===== src/rtl/idct_pkg.sv =====
// Shared constants, basis table, FSM state type and the round/saturate helper
// for the sequential 4x4 inverse DCT.
`timescale 1ns/1ps
package idct_pkg;

  localparam int N     = 4;
  localparam int DW    = 13;
  localparam int TW    = 17;
  localparam int CW    = 8;
  localparam int SHIFT = 6;
  localparam int ACCW  = 27;

  localparam logic signed [31:0] SMAX = 32'sd4095;
  localparam logic signed [31:0] SMIN = -32'sd4096;

  // Basis C[k][n], Q1.6 (64 == 1.0)
  localparam logic signed [CW-1:0] C [N][N] = '{
    '{ 8'sd32,  8'sd32,  8'sd32,  8'sd32},
    '{ 8'sd42,  8'sd17, -8'sd17, -8'sd42},
    '{ 8'sd32, -8'sd32, -8'sd32,  8'sd32},
    '{ 8'sd17, -8'sd42,  8'sd42, -8'sd17}
  };

  typedef enum logic [1:0] {IDLE, PASS1, PASS2, DONE} state_e;

  function automatic logic signed [31:0] round_sat(input logic signed [31:0] acc,
                                                   input logic sat);
    logic signed [31:0] r;
    r = (acc + (32'sd1 <<< (SHIFT - 1))) >>> SHIFT;
    if (sat && (r > SMAX)) return SMAX;
    else if (sat && (r < SMIN)) return SMIN;
    else return r;
  endfunction

endpackage


===== src/rtl/idct_mac.sv =====
// Single signed multiply-accumulate with clear-on-first-term, round-shift and
// optional saturation; shared by both transform passes.
`timescale 1ns/1ps
module idct_mac
  import idct_pkg::*;
#(
  parameter int AW  = TW,
  parameter int BW  = CW,
  parameter int AXW = ACCW,
  parameter int OW  = TW
) (
  input  logic                 clk,
  input  logic                 reset_n,
  input  logic                 en,
  input  logic                 clr,
  input  logic                 sat_en,
  input  logic signed [AW-1:0] a,
  input  logic signed [BW-1:0] b,
  output logic signed [OW-1:0] res
);

  logic signed [AW+BW-1:0] prod_s;
  logic signed [AXW-1:0]   acc_r;
  logic signed [AXW-1:0]   acc_next_s;

  assign prod_s = a * b;

  // Running sum including this cycle's product; res is valid on the last term
  always_comb begin
    if (clr) acc_next_s = AXW'(prod_s);
    else     acc_next_s = acc_r + AXW'(prod_s);
  end

  assign res = OW'(round_sat(32'(acc_next_s), sat_en));

  // Accumulator register
  always_ff @(posedge clk or negedge reset_n) begin
    if (!reset_n)  acc_r <= '0;
    else if (en)   acc_r <= acc_next_s;
    else           acc_r <= acc_r;
  end

endmodule


===== src/rtl/idct_4x4.sv =====
// Sequential 4x4 inverse DCT, Y = C^T * X * C, one MAC per cycle over two
// 64-cycle passes, with valid/ready handshakes on both sides.
`timescale 1ns/1ps
module idct_4x4
  import idct_pkg::*;
(
  input  logic                clk,
  input  logic                reset_n,
  input  logic                in_valid,
  output logic                in_ready,
  input  logic [DW*N*N-1:0]   coef_in,
  output logic                out_valid,
  input  logic                out_ready,
  output logic [DW*N*N-1:0]   pix_out
);

  state_e                 state_r;
  logic [5:0]             cnt_r;
  logic signed [DW-1:0]   x_r [N][N];
  logic signed [TW-1:0]   t_r [N][N];

  logic signed [TW-1:0]   mac_a_s;
  logic signed [CW-1:0]   mac_b_s;
  logic signed [TW-1:0]   mac_res_s;
  logic                   mac_en_s;
  logic                   mac_clr_s;
  logic                   mac_sat_s;
  logic [1:0]             idx_hi_s;
  logic [1:0]             idx_mid_s;
  logic [1:0]             idx_lo_s;

  // cnt = {element row, element column, innermost sum index}
  assign idx_hi_s  = cnt_r[5:4];
  assign idx_mid_s = cnt_r[3:2];
  assign idx_lo_s  = cnt_r[1:0];
  assign mac_clr_s = (idx_lo_s == 2'd0);

  // Operand selection for the shared MAC
  always_comb begin
    mac_a_s   = '0;
    mac_b_s   = '0;
    mac_en_s  = 1'b0;
    mac_sat_s = 1'b0;
    case (state_r)
      PASS1: begin
        mac_a_s  = TW'(x_r[idx_lo_s][idx_mid_s]);
        mac_b_s  = C[idx_lo_s][idx_hi_s];
        mac_en_s = 1'b1;
      end
      PASS2: begin
        mac_a_s   = t_r[idx_hi_s][idx_lo_s];
        mac_b_s   = C[idx_lo_s][idx_mid_s];
        mac_en_s  = 1'b1;
        mac_sat_s = 1'b1;
      end
      default: begin
        mac_en_s = 1'b0;
      end
    endcase
  end

  idct_mac #(
    .AW  (TW),
    .BW  (CW),
    .AXW (ACCW),
    .OW  (TW)
  ) u_mac (
    .clk     (clk),
    .reset_n (reset_n),
    .en      (mac_en_s),
    .clr     (mac_clr_s),
    .sat_en  (mac_sat_s),
    .a       (mac_a_s),
    .b       (mac_b_s),
    .res     (mac_res_s)
  );

  // Control FSM, index counter, X/T/Y storage and handshake outputs
  always_ff @(posedge clk or negedge reset_n) begin
    if (!reset_n) begin
      state_r   <= IDLE;
      cnt_r     <= 6'd0;
      in_ready  <= 1'b0;
      out_valid <= 1'b0;
      pix_out   <= '0;
      for (int r = 0; r < N; r++) begin
        for (int c = 0; c < N; c++) begin
          x_r[r][c] <= '0;
          t_r[r][c] <= '0;
        end
      end
    end else begin
      case (state_r)
        IDLE: begin
          if (in_valid && in_ready) begin
            for (int r = 0; r < N; r++) begin
              for (int c = 0; c < N; c++) begin
                x_r[r][c] <= coef_in[(r*N+c)*DW +: DW];
              end
            end
            in_ready <= 1'b0;
            cnt_r    <= 6'd0;
            state_r  <= PASS1;
          end else begin
            in_ready <= 1'b1;
          end
        end
        PASS1: begin
          if (idx_lo_s == 2'd3) t_r[idx_hi_s][idx_mid_s] <= mac_res_s;
          cnt_r <= cnt_r + 6'd1;
          if (cnt_r == 6'd63) state_r <= PASS2;
        end
        PASS2: begin
          if (idx_lo_s == 2'd3) pix_out[int'(cnt_r[5:2])*DW +: DW] <= mac_res_s[DW-1:0];
          cnt_r <= cnt_r + 6'd1;
          if (cnt_r == 6'd63) begin
            state_r   <= DONE;
            out_valid <= 1'b1;
          end
        end
        DONE: begin
          // in_ready rises one edge later, from IDLE, so a new block never lands on the handshake edge
          if (out_valid && out_ready) begin
            out_valid <= 1'b0;
            state_r   <= IDLE;
          end
        end
        default: begin
          state_r   <= IDLE;
          in_ready  <= 1'b0;
          out_valid <= 1'b0;
        end
      endcase
    end
  end

endmodule


===== config.mk =====
export PLATFORM = sky130hd
export DESIGN_NAME = idct_4x4
export DESIGN_NICKNAME = d
export VERILOG_FILES = /design/src/rtl/idct_pkg.sv /design/src/rtl/idct_mac.sv /design/src/rtl/idct_4x4.sv
export SDC_FILE = /design/constraint.sdc
export NUM_CORES = 2
export LEC_CHECK = 0
export CORE_ASPECT_RATIO = 0.7
export CORE_MARGIN = 2
export CORE_UTILIZATION = 50
export CTS_CLUSTER_DIAMETER = 200
export DETAILED_ROUTE_END_ITERATION = 12
export PLACE_DENSITY = 0.72
export SLEW_MARGIN = 15
export SYNTH_ARGS = -nofsm -noshare
export SYNTH_HDL_FRONTEND = slang
export SYNTH_SLANG_ARGS = --single-unit
export TNS_END_PERCENT = 10

===== constraint.sdc =====
create_clock -name clk -period 30.9 [get_ports clk]
set_input_delay 6.18 -clock clk [delete_from_list [all_inputs] [get_ports clk]]
set_output_delay 6.18 -clock clk [all_outputs]
set_load 0.05 [all_outputs]

==> metrics.txt <==
fin area=between 0.04 and 0.05 mm2; Post-Synthesis Cell Area=between 0.03 and 0.04 mm2; largest area contributor in the netlist=dfrtp_1; later-pin clock latency in the skew report=about 0.63 ns; r2r setup slk=about 18 ns; Syn. warnings=0; Die Ht=236 um; CTS resizes=0; met2 usage=approximately 43%; share of cells above drive strength 1=approximately 14%; die width=335 um; status=completed; Worst Tran Pin Value=about 1.2 ns; synth unique cells=about 80; routed wire length=roughly 120,000 um; CP max FO=39; Hold Path End=t_r[231]$_DFFE_PN0P_; die area=between 0.07 and 0.08 mm2; Core Region=0.0756 mm2; first-pass GRT wire length=around 180,000 um; Initial Util=roughly half; grt met1 use=between 40 and 50%; H-tree depth=3; hold buffer count at cts=0; clock root buffer master=clkbuf_16; Mapped Cells=3,689; post-synthesis mux area share=14.4%; most frequent cells after synthesis=725 x dfrtp_1, 720 x nand2_1, 516 x o21ai_0; CTS Buf Count=71; Reg-to-Reg End=pix_out[153]$_DFFE_PN0P_; drt wl/cell=around 23 um; Ports=approximately 420; Total GRT Usage=around 30%; Peak supply drop=0.0400 mV; Post-synth ARST share=100%; post-synthesis xor/xnor area fraction=~1.3%; Post-synth EDFFs=0; clock-pin slew on the worst setup and hold paths=approximately 0.070 ns; Site Rows=between 80 and 90; leakage=a little over 0.02 uW; Seq/Total Area, Yosys=a little under half; DR pass1 iterations=5; Setup Fix Bufs, Post-CTS=0; Post-Synth Adder-Cell Area=between 8 and 9%; Max Cap Viol=0; Cells on Worst Hold Path=2; critical path launch point type=flip-flop; f_max=~76 MHz; drt via density=5.93; RSZ-0062 raised after global routing=false; GR Overflow Total=0; largest family of logic cells by synthesized area=multiplexers; CTS Sinks=around 730; fin crit share=between 40% and 50%; worst min path class=reg2reg; Pwr per Cell Area=between 40 and 50 mW/mm2; antenna violations before repair=11; final net count=approximately 4,400; HPWL after DPL=roughly 82,000 um; area of the multi-input gates=between 0.015 and 0.02 mm2; Avg Inst Size Synth=about 10 um2; Setup-failing EPs final=0; post-synthesis simple-gate area fraction=approximately an eighth; Synth Flop Type=dfrtp_1; Slew Limit Headroom=a little under a fifth; most common cell in the netlist=dfrtp_1; crit path max-delay cell type=a21oi_4; worst reg2reg startpoint=cnt_r[0]$_DFFE_PN0P_; share of the synthesized area in the top cell type=a little under half; area taken by flip-flops and latches=roughly 0.018 mm2; GRT Max-Usage Layer=met1; Yosys reg bits=between 700 and 800; Fillers=between 6,000 and 7,000; min Tclk post-route=about 13 ns; Worst path max stage delay=~0.94 ns; CTS tree=yes; final hold violation count=0; net count after synthesis=just over 4,000; worst path required time=roughly 31 ns; CTS max path bufs=3; global placement routability congestion=0.941; Synth Area in Compound Gates=between 10% and 20%; Syn-to-layout area delta=19.4%; number of buffers added on ports=421; Crit Path Class=reg2reg; setup TNS=0 ns; vias post-DR=between 20,000 and 30,000; Worst EP arrival=about 14 ns; vias in the first global route=a little under 30,000; dpl cell area=approximately 0.043 mm2; hold_sp=t_r[231]$_DFFE_PN0P_; r2r worst-path depth=33; met3 Usage GRT=7.03%; initial DRC count=between 3,000 and 4,000; largest net degree at the start of global routing=approximately 160; Worst Setup End Kind=flip-flop; DRC Markers=0; most area-consuming cells after synthesis=dfrtp_1 47%, mux4_2 7.6%, nand2_1 7.0%, o21ai_0 6.7%, mux2_2 6.4%; pins over their slew limit=0; final setup skew=0.0247 ns; remaining antenna violation count=0
## cells in the final DEF, fill, tap and decap left out, types with 12 or more instances in the layout
cell / synthesis / layout
xnor2_1: 41 / 41
and2_1: 22 / 22
clkdlybuf4s50_1: 0 / 420
clkbuf_8: 0 / 18
and3_1: 14 / 14
nor3_1: 25 / 24
o21ai_1: 21 / 22
mux2_2: 218 / 218
nand3_1: 31 / 30
mux2i_1: 15 / 15
clkbuf_16: 0 / 75
fa_1: 110 / 110
o22ai_1: 15 / 15
clkinv_2: 0 / 13
a21o_1: 15 / 15
nor2b_1: 20 / 20
o211ai_1: 12 / 12
mux4_2: 130 / 130
nand2b_1: 22 / 22
nand2_1: 720 / 719
inv_1: 155 / 155
buf_4: 2 / 40
a211oi_1: 16 / 16
clkbuf_1: 194 / 12
a21oi_1: 141 / 134
xor2_1: 17 / 17
nor2_1: 179 / 179
ha_1: 91 / 89
dfrtp_1: 725 / 721
o21ai_0: 516 / 515
nand4_1: 16 / 16
## area by class of cell
type / count / area share [%]
inverter: 157 / 1.29
clock buffer: 105 / 4.73
timing repair buffer: 463 / 9.93
multi-input combinational: 2561 / 41.1
sequential: 725 / 39.6
tap: 989 / 2.70
antenna: 9 / 0.0491
clock inverter: 23 / 0.587
## power by group
| group | internal (uW) | switching, uW | total (uW) |
|---|---|---|---|
| Clock | 531 | 384 | 914 |
| Sequential | 949 | 0 | 949 |
| Combinational | 24.1 | 22.9 | 47.1 |
## worst max path at each step
stage | startpoint | slack [ns] | depth (start not counted) | to
after global placement | cnt_r[0]$_DFFE_PN0P_ | 18.08 | 33 | t_r[232]$_DFFE_PN0P_
after detailed placement | cnt_r[0]$_DFFE_PN0P_ | 18.04 | 32 | t_r[181]$_DFFE_PN0P_
after floorplan | cnt_r[0]$_DFFE_PN0P_ | 19.83 | 42 | pix_out[127]$_DFFE_PN0P_
after global routing | cnt_r[0]$_DFFE_PN0P_ | 16.98 | 33 | t_r[73]$_DFFE_PN0P_
final | cnt_r[0]$_DFFE_PN0P_ | 17.78 | 33 | pix_out[153]$_DFFE_PN0P_
after CTS | cnt_r[0]$_DFFE_PN0P_ | 17.97 | 32 | pix_out[153]$_DFFE_PN0P_
## through the flow
stage	hold WS [ns]	std cells	power (uW)	util, %	setup slack (ns)
after floorplan	0.445	3689	967	-	19.83
after global placement	0.455	4894	1010	57.4	18.08
after detailed placement	0.465	4894	1010	57.4	18.04
after CTS	0.479	5022	1920	60.6	17.97
after global routing	0.492	5032	1960	60.7	16.98
final	0.472	5032	1910	60.7	17.78
## worst max-delay path, delay by kind of cell (launching register included)
family,cells,cell delay (ns)
AO/OA/AOI/OAI,12,4.55
adder cells (fa/ha/maj),6,2.75
buffers and inverters,6,1.55
flip-flops,1,0.81
multiplexers,3,1.59
AND/OR/NAND/NOR,6,1.63
## sequential cells by signal, summed over array words and instances (netlist names)
signal / cells
pix_out: 208
out_valid: 1
cnt_r: 6
state_r: 2
in_ready: 1
x_r: 208
u_mac.acc_r: 27
t_r: 272
## routing by layer
| metal | share of wire (%) | vias up | wire [um] |
|---|---|---|---|
| met5 | 0 | - | 0 |
| met4 | 2.5 | 0 | 2970 |
| met3 | 8.8 | 191 | 10300 |
| met2 | 44 | 1211 | 51200 |
| met1 | 45 | 15100 | 52500 |
| li1 | - | 13300 | - |
## cell families (layout without fill, tap and decap cells)
| kind of cell | count (synthesis) | count (layout) |
|---|---|---|
| AND/OR/NAND/NOR | 1094 | 1094 |
| AO/OA/AOI/OAI | 845 | 845 |
| flip-flops | 725 | 725 |
| buffers and inverters | 403 | 748 |
| multiplexers | 363 | 363 |
| adder cells (fa/ha/maj) | 201 | 201 |
| XOR/XNOR | 58 | 58 |
| other | 0 | 9 |
No activity file was read; power rests on OpenSTA's default activity.
